===== src/rtl/ped_panel_pkg.sv =====
// ped_panel_pkg
//   Shared types and default constants for the pedestrian crossing panel.
//   ped_state_t : panel sequencing states (IDLE, REQ, WAIT, WALK)
//   DEF_*       : default parameter values used by the panel modules
package ped_panel_pkg;

    typedef enum logic [1:0] {
        IDLE = 2'd0,
        REQ  = 2'd1,
        WAIT = 2'd2,
        WALK = 2'd3
    } ped_state_t;

    localparam int unsigned DEF_DEBOUNCE_CYCLES = 4;
    localparam int unsigned DEF_REQ_TIMEOUT     = 16;
    localparam int unsigned DEF_CNT_W           = 3;

endpackage


===== src/rtl/ped_crossing_panel_debouncer.sv =====
// btn_debouncer
//   Two-flop synchronizer plus counter debouncer for the crossing button.
//   Emits a registered one-cycle pulse on each accepted press (0->1 of the
//   debounced level); releases produce nothing.
//   Ports:
//     clk     : system clock, rising edge
//     reset   : asynchronous, active-high
//     btn_raw : raw asynchronous button, high = pressed
//     press   : one-cycle accepted-press pulse
module btn_debouncer
    import ped_panel_pkg::*;
#(
    parameter int unsigned DEBOUNCE_CYCLES = DEF_DEBOUNCE_CYCLES
) (
    input  logic clk,
    input  logic reset,
    input  logic btn_raw,
    output logic press
);

    localparam int unsigned DW = $clog2(DEBOUNCE_CYCLES);

    logic          sync1;
    logic          sync2;
    logic          level;
    logic [DW-1:0] cnt;

    always_ff @(posedge clk or posedge reset) begin
        if (reset) begin
            sync1 <= 1'b0;
            sync2 <= 1'b0;
            level <= 1'b0;
            cnt   <= '0;
            press <= 1'b0;
        end else begin
            sync1 <= btn_raw;
            sync2 <= sync1;
            press <= 1'b0;
            if (sync2 != level) begin
                // The DEBOUNCE_CYCLES-th consecutive differing sample flips the level.
                if (cnt == DW'(DEBOUNCE_CYCLES - 1)) begin
                    level <= ~level;
                    cnt   <= '0;
                    press <= ~level;
                end else begin
                    cnt <= cnt + 1'b1;
                end
            end else begin
                cnt <= '0;
            end
        end
    end

endmodule


===== src/rtl/ped_crossing_panel.sv =====
// ped_crossing_panel
//   Pedestrian-side endpoint of the controller interface: debounced button
//   presses become one-cycle ped_req pulses; ped_walk/ped_count drive the
//   WAIT, WALK and DON'T-WALK lamps and the countdown digit.
//   Optional build macro: PED_FLASH_EN (walk lamp flashes when the count is
//   at or below FLASH_THRESH, FLASH_HALF cycles per half-period).
//   Ports:
//     clk             : system clock, rising edge
//     reset           : asynchronous, active-high
//     btn_raw         : raw crossing button, high = pressed
//     ped_walk        : walk phase active, from controller
//     ped_count       : remaining walk count, from controller
//     ped_req         : one-cycle crossing request to controller
//     wait_lamp       : request registered, wait
//     walk_lamp       : WALK lamp
//     dont_walk_lamp  : DON'T-WALK lamp
//     countdown_digit : displayed remaining count (0 outside WALK)
module ped_crossing_panel
    import ped_panel_pkg::*;
#(
    parameter int unsigned DEBOUNCE_CYCLES = DEF_DEBOUNCE_CYCLES,
    parameter int unsigned CNT_W           = DEF_CNT_W,
    parameter int unsigned REQ_TIMEOUT     = DEF_REQ_TIMEOUT,
    parameter int unsigned FLASH_THRESH    = 3,
    parameter int unsigned FLASH_HALF      = 2
) (
    input  logic             clk,
    input  logic             reset,
    input  logic             btn_raw,
    input  logic             ped_walk,
    input  logic [CNT_W-1:0] ped_count,
    output logic             ped_req,
    output logic             wait_lamp,
    output logic             walk_lamp,
    output logic             dont_walk_lamp,
    output logic [CNT_W-1:0] countdown_digit
);

    localparam int unsigned TMO_W = (REQ_TIMEOUT > 2) ? $clog2(REQ_TIMEOUT) : 1;

    if (DEBOUNCE_CYCLES < 2) begin : g_chk_deb
        $error("DEBOUNCE_CYCLES must be at least 2");
    end
    if (REQ_TIMEOUT < 2) begin : g_chk_tmo
        $error("REQ_TIMEOUT must be at least 2");
    end
    if (FLASH_HALF < 1) begin : g_chk_half
        $error("FLASH_HALF must be at least 1");
    end
    if (FLASH_THRESH > (2 ** CNT_W) - 1) begin : g_chk_thresh
        $error("FLASH_THRESH exceeds the ped_count range");
    end

    logic             press;
    ped_state_t       state_q, state_d;
    logic [TMO_W-1:0] tmo_q, tmo_d;
    logic             pend_q, pend_d;
    logic [CNT_W-1:0] cnt_q;
    logic             walk_on;

    btn_debouncer #(
        .DEBOUNCE_CYCLES(DEBOUNCE_CYCLES)
    ) u_debouncer (
        .clk    (clk),
        .reset  (reset),
        .btn_raw(btn_raw),
        .press  (press)
    );

    always_ff @(posedge clk or posedge reset) begin
        if (reset) begin
            state_q <= IDLE;
            tmo_q   <= '0;
            pend_q  <= 1'b0;
            cnt_q   <= '0;
        end else begin
            state_q <= state_d;
            tmo_q   <= tmo_d;
            pend_q  <= pend_d;
            cnt_q   <= ped_count;
        end
    end

    // The timeout counter also runs during the REQ cycle, so successive
    // re-issued requests are spaced exactly REQ_TIMEOUT cycles apart.
    always_comb begin
        state_d        = state_q;
        tmo_d          = '0;
        pend_d         = pend_q;
        ped_req        = 1'b0;
        wait_lamp      = 1'b0;
        walk_on        = 1'b0;
        dont_walk_lamp = 1'b1;
        unique case (state_q)
            IDLE: begin
                if (ped_walk) begin
                    state_d = WALK;
                end else if (press) begin
                    state_d = REQ;
                end
            end
            REQ: begin
                ped_req   = 1'b1;
                wait_lamp = 1'b1;
                tmo_d     = tmo_q + 1'b1;
                state_d   = WAIT;
            end
            WAIT: begin
                wait_lamp = 1'b1;
                if (ped_walk) begin
                    state_d = WALK;
                end else if (tmo_q == TMO_W'(REQ_TIMEOUT - 1)) begin
                    state_d = REQ;
                end else begin
                    tmo_d = tmo_q + 1'b1;
                end
            end
            WALK: begin
                walk_on        = 1'b1;
                dont_walk_lamp = 1'b0;
                if (press) begin
                    pend_d = 1'b1;
                end
                if (!ped_walk) begin
                    if (pend_q || press) begin
                        state_d = REQ;
                        pend_d  = 1'b0;
                    end else begin
                        state_d = IDLE;
                    end
                end
            end
            default: state_d = IDLE;
        endcase
    end

    assign countdown_digit = (state_q == WALK) ? cnt_q : '0;

`ifdef PED_FLASH_EN
    localparam int unsigned FL_W = (FLASH_HALF > 2) ? $clog2(FLASH_HALF) : 1;

    logic [FL_W-1:0] fl_cnt_q;
    logic            fl_on_q;
    logic            flashing;

    assign flashing = (32'(cnt_q) <= FLASH_THRESH);

    // Flash phase is held cleared outside WALK so every WALK entry starts lit.
    always_ff @(posedge clk or posedge reset) begin
        if (reset) begin
            fl_cnt_q <= '0;
            fl_on_q  <= 1'b1;
        end else if (state_q != WALK) begin
            fl_cnt_q <= '0;
            fl_on_q  <= 1'b1;
        end else if (flashing) begin
            if (fl_cnt_q == FL_W'(FLASH_HALF - 1)) begin
                fl_cnt_q <= '0;
                fl_on_q  <= ~fl_on_q;
            end else begin
                fl_cnt_q <= fl_cnt_q + 1'b1;
            end
        end
    end

    assign walk_lamp = walk_on && (!flashing || fl_on_q);
`else
    assign walk_lamp = walk_on;
`endif

endmodule

===== config.mk =====
export PLATFORM = sky130hd
export DESIGN_NAME = ped_crossing_panel
export DESIGN_NICKNAME = d
export VERILOG_FILES = /design/src/rtl/ped_panel_pkg.sv /design/src/rtl/ped_crossing_panel_debouncer.sv /design/src/rtl/ped_crossing_panel.sv
export SDC_FILE = /design/constraint.sdc
export NUM_CORES = 1
export LEC_CHECK = 0
export CAP_MARGIN = 20
export CORE_UTILIZATION = 51
export CTS_BUF_LIST = sky130_fd_sc_hd__clkbuf_8 sky130_fd_sc_hd__clkbuf_16
export CTS_CLUSTER_DIAMETER = 30
export DETAILED_ROUTE_END_ITERATION = 10
export PLACE_DENSITY = 0.8
export SYNTH_ARGS = -nofsm -noshare
export SYNTH_HDL_FRONTEND = slang
export SYNTH_SLANG_ARGS = --single-unit

===== constraint.sdc =====
create_clock -name clk -period 3.5 [get_ports clk]
set_input_delay 0.35 -clock clk [delete_from_list [all_inputs] [get_ports clk]]
set_output_delay 0.35 -clock clk [all_outputs]
set_load 0.02 [all_outputs]

==> results.md <==
- Yosys attributes the largest share of cell area to dfrtp_1 (57%), ha_1 (11%), o21ai_0 (2.9%).
- The total half-perimeter wirelength after legalization and detailed placement is 811 um.
- The maximum net fanout on the critical path is 10.
- From synthesis to final layout, the design area changed by 28.9%.
- At the later pin of the worst-skew pair, clock insertion delay measures 0.24 ns.
- After Yosys synthesis, full adders, half adders and majority gates account for 10.7% of the synthesized area.
- The register-to-register setup slack is 1.84 ns.
- The average wire per cell in the routed design is between 10 and 15 um.
- The pin count of the biggest net entering global routing is 17.
- The standard cell core area is 1190 um^2.
- By area, the combinational part of the netlist is dominated by simple AND/OR/NAND/NOR gates.
- The buffer type at the clock tree root is clkbuf_8.
- The maximum clock frequency is around 470 MHz.
- After Yosys synthesis, XOR and XNOR cells account for about 3.8% of the synthesized area.
- After synthesis, the most frequently instantiated cells are dfrtp_1 (16), ha_1 (6), inv_1 (5), o21ai_0 (4).
- Of the total synthesized cell area, the portion taken by AND, OR, NAND and NOR gates is 13.9%.
- Summing all multi-input logic gate instances after layout gives 282 um^2.
- The final worst-path setup slack is 1.36 ns.
- Global routing finished with a remaining overflow of 0.
- The global placement routability congestion is 0.632.
- Headroom to the max-slew limit came out at 62.7%.
- The post-synthesis net count is between 60 and 70.
- The flow ran to the end, and the final reports show no timing, DRC or antenna violations.
- Traced cell by cell, the critical path runs through ha_1 -> and2_1 -> clkdlybuf4s50_1.
- The number of setup violations in the final report is 0.
- The leakage power is 0.428 nW.
- The storage element area is between 400 and 500 um^2.
- The post-synthesis instance area is between 700 and 800 um^2.
- The vertical die dimension is 39.1 um.
- The die extent in x is 39.1 um.
- The number of different library cells in the post-synthesis netlist is 21.
- The overall track demand over capacity in global routing is 18.1%.
- The global-route wire length before repair is 1.73 mm.
- The power density over the cells is a little over 800 nW/um^2.
- After clock tree synthesis, the clock-pin slew on the worst setup and hold paths is 0.06 ns.
- The hold violation count in the final report is 0.
- The proportion of power drawn by flip-flops and latches is 34.7%.
- The final-layout setup total negative slack is 0 ns.
- The largest stage delay on the critical path is 0.60 ns.
- In this run, the combinational gates consume 44.5% of the power.
- The worst setup path is captured at an output pin.
- The met1 layer wirelength in the final routing is 480 um.
- The worst slack after detailed placement is around 1.6 ns.
- Max-cap violations in this run came to 0.
- The most common cell in the synthesized netlist is dfrtp_1.
- The largest voltage drop on the vdd net is 0.000511 V.
- The detailed router finished its first iteration with 0 violations.
- In the synthesized netlist, the number of instances is 56.
- By startpoint and endpoint, the worst setup path is classified as register to output pin.
- The via density per instance is 4.87.
- The largest area contributor in the synthesized netlist is dfrtp_1.
- The total number of yosys warnings is 0.
- Fill cells in the final layout number 80.
- Summed over all layers, the routed wires come to 1.06 mm.
- Counting flops with an async set or reset pin after synthesis yields a share of 100%.
- The final antenna diode count is 0.
- The worst hold path belongs to the class register to register.
- The final critical path time including I/O delays and setup is around 2.1 ns.
- Averaged over all synthesized cells, the footprint is 12.5 um^2.
- The count of port buffers added during placement is 13.
- After detailed routing, no signal wire sits above met4.
- Once placement finished, the instance area stood at 848 um^2.
- The number of global-route vias before repair was 434.
- Buffers added to address setup during post-CTS repair amount to 0.
- The floorplan die area is 1530 um^2.
- The number of antenna violations at the first check in global routing was 0.
- The TritonCTS buffer count is 3.
- The post-synthesis compound-gate area fraction is under 10%.
- The number of design rule violations left after detail routing is 0.
- The final cycle utilization of the critical path is about three fifths.
- The required time at the worst-slack endpoint is 3.15 ns.
- Clock skew on the completed layout was measured at 0.00207 ns.
- Once the floorplan was initialized, standard cells occupied 59.1% of the core.
- The worst-path cell with the longest stage delay is clkdlybuf4s50_1.
- The arrival time at the worst endpoint is between 1.5 and 2 ns.
- Among all flip-flop cells after synthesis, the most frequent one is dfrtp_1.
- The kind of launch point of the worst setup path is a register.
- Net switching is between 30% and 40% of the power.
- The clock net in this run drives a total of 16 sinks.
- The routed layout has ~420 vias.
- Row generation in the floorplan step produced 12 rows.
- TritonCTS built the clock tree.
- The finished cells cover 903 um^2.
- After synthesis, the largest area contributor takes up 57.1% of total cell area.
- The length of routed met3 wiring is 27 um.
- The largest buffer count on any clock path is 2.
- The boundary pin count is 14.
- The post-cts resize count is 0.
- For this run, the detailed router's first-pass iteration total came to 1.
- The proportion of synthesized chip area in sequential cells is 57.1%.
- Setup repair after global routing left no endpoint under its margin.
- In this run the power spent charging and discharging nets is roughly 0.25 mW.
- The count of hold-fix buffers inserted at cts is 0.
- In this run the remaining antenna-violating nets after routing total 0.
- The wire length on met2 is 537 um.
- The fraction of final layout cells with drive strength greater than 1 is 11.0%.
- The proportion of power drawn by the clock network is 20.8%.
- The internal power contribution is roughly 0.49 mW.
- The number of slew-limit violations in the final report is 0.
- The number of synthesized register bits is 16.
- The number of nets in the layout is 87.
- In this run, synthesis inferred 0 flip-flops with an integrated enable.
- The worst hold slack after final layout is 0.352 ns.
- For the pin with the worst max-slew slack, the measured transition is 0.558 ns.
- The H-tree depth is 1.
- The share of cell area taken by muxes after synthesis is 4.64%.
-- metal layers --
metal	vias to the layer above	GRT usage (%)
met2	8	30.8
met3	2	3.47
met1	192	19.7
met5	-	0
li1	222	-
met4	0	12.9
-- kinds of logic (layout without fill, tap and decap cells) --
group / count (synthesis) / after routing
simple gates: 15 / 15
fa+ha+maj: 6 / 6
flops: 16 / 16
buf+inv: 5 / 22
xor+xnor: 3 / 3
mux: 3 / 3
compound gates: 8 / 8
-- critical path, delay by kind of cell (launching register included) --
| family | cells | cell delay (ns) |
|---|---|---|
| adders and majority gates | 1 | 0.35 |
| buffers and inverters | 1 | 0.60 |
| DFF | 1 | 0.42 |
| and+or+nand+nor | 1 | 0.18 |
-- stage by stage --
| step | power, mW | utilization, % | instances |
|---|---|---|---|
| floorplan | 0.467 | - | 56 |
| global placement | 0.579 | 71.5 | 83 |
| detailed placement | 0.590 | 71.5 | 83 |
| CTS | 0.752 | 76.2 | 87 |
| global route | 0.788 | 76.2 | 87 |
| finish | 0.740 | 76.2 | 87 |
-- final cells by class --
cell class              count  area share [%]
clock buffers               4            6.09
inverters                   5            2.08
multi-input cells          35            31.2
flip-flops and latches     16            44.3
well taps                  14            1.94
repair buffers             13            14.4
-- layout by cell type, fill, tap and decap left out, types with 2 or more instances in the layout --
master	count
and2_1	3
nor3b_1	2
xnor2_1	2
and3b_1	2
a21oi_1	3
dfrtp_1	16
o21ai_0	4
ha_1	6
clkdlybuf4s50_1	13
inv_1	5
clkbuf_8	4
nor2_1	2
-- registers in the layout (all words and copies together) (netlist names) --
| register | count |
|---|---|
| tmo_q | 4 |
| state_q | 2 |
| pend_q | 1 |
| u_debouncer.sync1 | 1 |
| u_debouncer.level | 1 |
| u_debouncer.cnt | 2 |
| u_debouncer.press | 1 |
| u_debouncer.sync2 | 1 |
| cnt_q | 3 |
-- worst paths after layout --
path | startpoint | end | cells after the start
max | state_q[0] | countdown_digit[1] | 3
min | u_debouncer.sync1 | u_debouncer.sync2 | 0
max reg2reg | state_q[0] | state_q[0] | 5
min reg2reg | u_debouncer.sync1 | u_debouncer.sync2 | 0
max in group asynchronous | reset | state_q[0] | 2
min in group asynchronous | reset | u_debouncer.sync2 | 2
-- power groups by stage --
stage	combinational (mW)	clock, mW	sequential (mW)
after floorplan	0.215	0	0.253
after global placement	0.323	0	0.256
after detailed placement	0.332	0	0.259
after CTS	0.335	0.160	0.257
after global routing	0.358	0.166	0.264
final	0.329	0.154	0.257
Note: power is estimated with default switching activity, not from simulation.
